[src/rtl/branch_feedback_queue_pkg.sv]
// Shared types for the branch-outcome path between ROB, fetch and predictor.
// Latency: n/a (types and constants only).
// Backpressure: n/a.
package branch_feedback_queue_pkg;

  localparam int ADDR_WIDTH = 32;

  // Branch outcome encoding shared by ROB, IF and predictor
  localparam logic BR_NOT_TAKEN = 1'b0;
  localparam logic BR_TAKEN     = 1'b1;

  typedef struct packed {
    logic [ADDR_WIDTH-1:0] pc;
    logic                  taken;
  } bfq_entry_t;

  localparam int ENTRY_WIDTH = $bits(bfq_entry_t);

endpackage

[src/rtl/branch_feedback_queue_storage.sv]
// Register array holding queued branch outcomes; one write port, one async read port.
// Latency: write visible on the read port the cycle after the write edge.
// Backpressure: none; the caller guarantees it never overwrites a live entry.
module bfq_storage #(
  parameter int DEPTH_WIDTH = 3,
  parameter int WIDTH       = 33
) (
  input  logic                   clk,
  input  logic                   wr_en,
  input  logic [DEPTH_WIDTH-1:0] wr_addr,
  input  logic [WIDTH-1:0]       wr_data,
  input  logic [DEPTH_WIDTH-1:0] rd_addr,
  output logic [WIDTH-1:0]       rd_data
);

  logic [WIDTH-1:0] mem [0:(1<<DEPTH_WIDTH)-1];

  // Contents are meaningless until written, so the array carries no reset
  always_ff @(posedge clk) begin
    if (wr_en) begin
      mem[wr_addr] <= wr_data;
    end
  end

  assign rd_data = mem[rd_addr];

endmodule

[src/rtl/branch_feedback_queue.sv]
// Queues committed branch outcomes and replays them in order whenever the predictor is idle.
// Latency: an entry pushed at edge N can be presented in cycle N+1 at the earliest (no bypass).
// Backpressure: FQROB_full blocks ROB commits; FQIF_stall_req asks IF to yield after prolonged starvation.
module branch_feedback_queue
  import branch_feedback_queue_pkg::*;
#(
  parameter int DEPTH_WIDTH  = 3,
  parameter int DEPTH        = 1 << DEPTH_WIDTH,
  parameter int STARVE_LIMIT = 8
) (
  input  logic                  Sys_clk,
  input  logic                  Sys_rst,
  input  logic                  Sys_rdy,
  input  logic                  ROBFQ_commit_en,
  input  logic                  ROBFQ_branch_result,
  input  logic [ADDR_WIDTH-1:0] ROBFQ_pc,
  output logic                  FQROB_full,
  input  logic                  IFPD_predict_en,
  output logic                  FQPD_feedback_en,
  output logic                  FQPD_branch_result,
  output logic [ADDR_WIDTH-1:0] FQPD_feedback_pc,
  output logic                  FQIF_stall_req,
  output logic                  FQ_overflow,
  output logic [DEPTH_WIDTH:0]  FQ_count
);

  localparam logic [DEPTH_WIDTH:0] FULL_COUNT = (DEPTH_WIDTH+1)'(DEPTH);
  localparam logic [3:0]           STARVE_MAX = 4'(STARVE_LIMIT);

  logic [DEPTH_WIDTH-1:0] head;
  logic [DEPTH_WIDTH-1:0] tail;
  logic [DEPTH_WIDTH:0]   count;
  logic [3:0]             starve;
  logic                   overflow;

  logic       empty;
  logic       full;
  logic       push;
  logic       pop;
  logic       drop;
  bfq_entry_t wr_entry;
  bfq_entry_t rd_entry;

  assign empty = (count == '0);
  assign full  = (count == FULL_COUNT);

  // A pop in the same cycle frees the slot the push needs, so a full queue still accepts it
  assign pop  = FQPD_feedback_en;
  assign push = ROBFQ_commit_en & Sys_rdy & (~full | pop);
  assign drop = ROBFQ_commit_en & Sys_rdy & full & ~pop;

  assign wr_entry.pc    = ROBFQ_pc;
  assign wr_entry.taken = ROBFQ_branch_result;

  bfq_storage #(
    .DEPTH_WIDTH (DEPTH_WIDTH),
    .WIDTH       (ENTRY_WIDTH)
  ) u_storage (
    .clk     (Sys_clk),
    .wr_en   (push),
    .wr_addr (tail),
    .wr_data (wr_entry),
    .rd_addr (head),
    .rd_data (rd_entry)
  );

  assign FQROB_full         = full;
  assign FQPD_feedback_en   = ~empty & ~IFPD_predict_en & Sys_rdy;
  assign FQPD_branch_result = empty ? BR_NOT_TAKEN : rd_entry.taken;
  assign FQPD_feedback_pc   = empty ? '0 : rd_entry.pc;
  assign FQIF_stall_req     = (starve == STARVE_MAX);
  assign FQ_overflow        = overflow;
  assign FQ_count           = count;

  // Pointer and occupancy bookkeeping; pointers wrap naturally at DEPTH
  always_ff @(posedge Sys_clk or negedge Sys_rst) begin
    if (!Sys_rst) begin
      head  <= '0;
      tail  <= '0;
      count <= '0;
    end else begin
      if (push) tail <= tail + 1'b1;
      if (pop)  head <= head + 1'b1;
      case ({push, pop})
        2'b10:   count <= count + 1'b1;
        2'b01:   count <= count - 1'b1;
        default: count <= count;
      endcase
    end
  end

  // Count consecutive cycles where a pending entry is blocked by a prediction request
  always_ff @(posedge Sys_clk or negedge Sys_rst) begin
    if (!Sys_rst) begin
      starve <= '0;
    end else if (Sys_rdy) begin
      if (pop || empty) begin
        starve <= '0;
      end else if (IFPD_predict_en && starve != STARVE_MAX) begin
        starve <= starve + 1'b1;
      end
    end
  end

  // Sticky record that the ROB committed into a full queue and an outcome was lost
  always_ff @(posedge Sys_clk or negedge Sys_rst) begin
    if (!Sys_rst) begin
      overflow <= 1'b0;
    end else if (drop) begin
      overflow <= 1'b1;
    end
  end

endmodule

[config.mk]
export PLATFORM = sky130hd
export DESIGN_NAME = branch_feedback_queue
export DESIGN_NICKNAME = d
export VERILOG_FILES = /design/src/rtl/branch_feedback_queue_pkg.sv /design/src/rtl/branch_feedback_queue_storage.sv /design/src/rtl/branch_feedback_queue.sv
export SDC_FILE = /design/constraint.sdc
export NUM_CORES = 1
export LEC_CHECK = 0
export ABC_AREA = 1
export CORE_MARGIN = 4
export CORE_UTILIZATION = 57
export DETAILED_ROUTE_END_ITERATION = 16
export PLACE_DENSITY = 0.88
export SLEW_MARGIN = 20
export SYNTH_ARGS = -nofsm -noshare
export SYNTH_HDL_FRONTEND = slang
export SYNTH_SLANG_ARGS = --single-unit
[constraint.sdc]
create_clock -name Sys_clk -period 5.5 [get_ports Sys_clk]
set_input_delay 1.1 -clock Sys_clk [delete_from_list [all_inputs] [get_ports Sys_clk]]
set_output_delay 1.1 -clock Sys_clk [all_outputs]
set_load 0.01 [all_outputs]
==> impl_metrics.ini <==
[synth]
yosysMostFrequentCell = sky130_fd_sc_hd__nor2_1
synth_edf_count = 264
synth.largest_area_cell = sky130_fd_sc_hd__edfxtp_1
postSynth.topFlopCell = sky130_fd_sc_hd__edfxtp_1
yosysSeqAreaShare_pct = 74.00
syn-mean-instance-area_sq_um = 12.90
synth_cells = 870
synth_area_leaders = sky130_fd_sc_hd__edfxtp_1, sky130_fd_sc_hd__nor2_1, sky130_fd_sc_hd__o32ai_1, sky130_fd_sc_hd__o21ai_0, sky130_fd_sc_hd__dfrtp_1
post_synth_design_cell_area_sq_um = 11220
async_flop_share_pct = 5.376
synthTopCellsByCount = sky130_fd_sc_hd__nor2_1, sky130_fd_sc_hd__edfxtp_1, sky130_fd_sc_hd__o21ai_0
yosysWarningCount = 0
synth.lib_cells_used.distinct = 28
synthesis.nets = 913
yosys_register_bits = 279
yosys.area.top_type_share_pct = 70.66

[sta]
rsz0062_at_grt = no
max_slew.worst_pin.slew_ns = 1.090
totalNegativeSetupSlack_ns = 0
final_hold_viol_count = 0
fmaxAchievable_ghz = 0.2190
finish_stage_setup_viols = 0
layout_worst_path_cycle_share_pct = 83.02
final_period_minus_worst_setup_slack_ns = 4.566
pins_over_their_slew_limit = 0
timing.hold.ws_ns = 0.5005
skew_ns = 0.01869
max-slew-margin-rel_pct = 27.15

[power_and_ir_drop]
power_density_nw_per_um2 = 537.9
ir_worst_vdd_mv = 0.4380
power.leakage_nw = 4.457

[grt]
grt_usage_pct = 21.35
globalRouteMet1Util_pct = 26.72
grt_start_max_net_pins = 98
grt_met3_usage_pct = 3.291
global_route_wire_length_before_repair_um = 36890
gr-total-overflow = 0
use_met2_pct = 38.36
grt_pass1_vias = 7014
grt-busiest-layer = met2
antenna_violations_before_repair = 0

[clock_network]
insertion_delay_of_the_later_clocked_pin_in_the_worst_skew_pair_ns = 0.54
post-cts-setup-buffers = 0
ctsResizeCount = 0
cts_hold_buffers = 0
clk_pin_slew_worst_paths_ns = 0.06
cts.sinks = 279
tritoncts = done
h-tree-depth = 1
numCtsBuffers = 26
clock-root-buffer = sky130_fd_sc_hd__clkbuf_16
cts.path.max_buffers = 3

[job]
cap_viol_max_count = 0

[die]
row_cnt = 51
die_area_sq_um = 21990
dieWidth_um = 148.3
dieHeight_um = 148.3
fp.coreArea_sq_um = 19400
floorplan.initialDensity_pct = 57.84
ios = 79

[setup_path]
slowest_delay_ns = 0.65
arrival_ns = 3.47
setup.worst_path.end_class = output pin
r2r_start = FQ_count[0]
start_kind = register
crit_path_max_fanout = 72
cp-startpoint = head[0]
r2r_end = u_storage.mem[2][27]
crit_required_ns = 4.40
crit_type = register to output pin
cp_cell_sequence = inv_4, buf_12, nor2_1, o32ai_1, o21ai_0, nor2_1, clkdlybuf4s50_1
reg2regPathDepth = 7
endpoint = FQPD_feedback_pc[12]
slowest_stage = sky130_fd_sc_hd__dfrtp_4
path_common_cell = sky130_fd_sc_hd__nor2_1
reg2reg_setup_slack_ns = 2.04

[routing]
drt_pre_antenna_iters = 5
ant_nets = 0
totalWireLength_um = 24770
initialDrtViolationCount = 782
dr_total_vias = 7214
wire_per_inst_um = 20.31
via_per_inst = 5.913
detail_route.drc_violations = 0

[place]
count_of_buffers_inserted_at_the_top_level_ports = 78
gp_routability_congestion = 0.7387
placement.cell_area_sq_um = 12160
place_hpwl_um = 12940

[layout]
fillers = 1222
proportion_of_layout_cells_with_a_drive_suffix_above_1_pct = 8.063
number_of_nets_in_the_layout = 978
layout.cell_area.non_filler_sq_um = 13310
area_delta_synth_final_pct = 18.60
multi_input_area_sq_um = 2606
insertedDiodeCount = 0
combined_flip_flop_and_latch_cell_area_sq_um = 8310

[run_status]
status = completed

[hold_path]
classification_of_the_worst_slack_hold_path = register to register
worst min path at each step:
stage	cells past startpoint	start	endpoint
finish	1	FQ_overflow	FQ_overflow
global route	1	FQ_overflow	FQ_overflow
detailed placement	1	FQ_overflow	FQ_overflow
CTS	1	FQ_overflow	FQ_overflow
global placement	1	FQ_overflow	FQ_overflow
floorplan	1	starve[2]	starve[2]
where the power goes:
part	total (mW)	leakage, nW	internal [mW]	switching [mW]
Combinational	2.49	1.43	1.02	1.46
Sequential	2.73	2.57	2.52	0.216
Clock	1.94	0.454	1.18	0.758
Total	7.16	4.46	4.72	2.44
sequential cells by signal (all words and copies together), names as in the netlist:
name           count
FQ_count           4
FQ_overflow        1
head               3
starve             4
tail               3
u_storage.mem    264
cell type report:
class	count	share of cell area, %
clock buffers	36	5.548
well taps	265	2.492
multi-input cells	515	19.59
inverters	22	0.6394
clock inverters	12	1.533
flip-flops and latches	279	62.45
repair buffers	91	7.748
critical path: cells and delay by family, from the launching register on:
kind / cells / cell delay (ns)
flip-flops: 1 / 0.65
AO/OA/AOI/OAI: 2 / 0.43
AND/OR/NAND/NOR: 2 / 0.30
buffers and inverters: 3 / 1.48
logic make-up (layout without fill, tap and decap cells):
logic type / Yosys count / in the layout / share of synthesized area (%)
fa+ha+maj: 5 / 5 / 0.5576
compound gates: 175 / 175 / 10.07
buf+inv: 76 / 161 / 3.301
flops: 279 / 279 / 74.00
simple gates: 328 / 328 / 11.52
xor+xnor: 7 / 7 / 0.5465
metrics by stage:
stage / util (%) / total power [mW] / cells / worst slack (ns)
floorplan: - / 4.218 / 870 / 1.845
global placement: 62.71 / 5.080 / 1164 / 1.645
detailed placement: 62.71 / 5.176 / 1164 / 1.481
CTS: 67.56 / 7.118 / 1212 / 0.9299
global route: 68.60 / 7.494 / 1220 / 0.8060
finish: 68.60 / 7.157 / 1220 / 0.9341
layout by cell type (no fill, tap or decap), types with 7 or more instances in the layout:
cell                              instances
sky130_fd_sc_hd__dfrtp_1                 13
sky130_fd_sc_hd__nand3_1                  7
sky130_fd_sc_hd__nor2_1                 272
sky130_fd_sc_hd__o21ai_0                 81
sky130_fd_sc_hd__nor2_4                   9
sky130_fd_sc_hd__edfxtp_1               264
sky130_fd_sc_hd__nand2_1                 29
sky130_fd_sc_hd__inv_1                   19
sky130_fd_sc_hd__clkdlybuf4s50_1         78
sky130_fd_sc_hd__o21ai_1                 23
sky130_fd_sc_hd__o32ai_1                 66
sky130_fd_sc_hd__clkbuf_16               26
layer usage:
metal | part of all wire (%) | up-vias
li1 | - | 3294
met1 | 39 | 3548
met2 | 52 | 327
met3 | 6.7 | 45
met4 | 2.5 | 0
met5 | 0 | -
(Power assumes the default switching activity.)
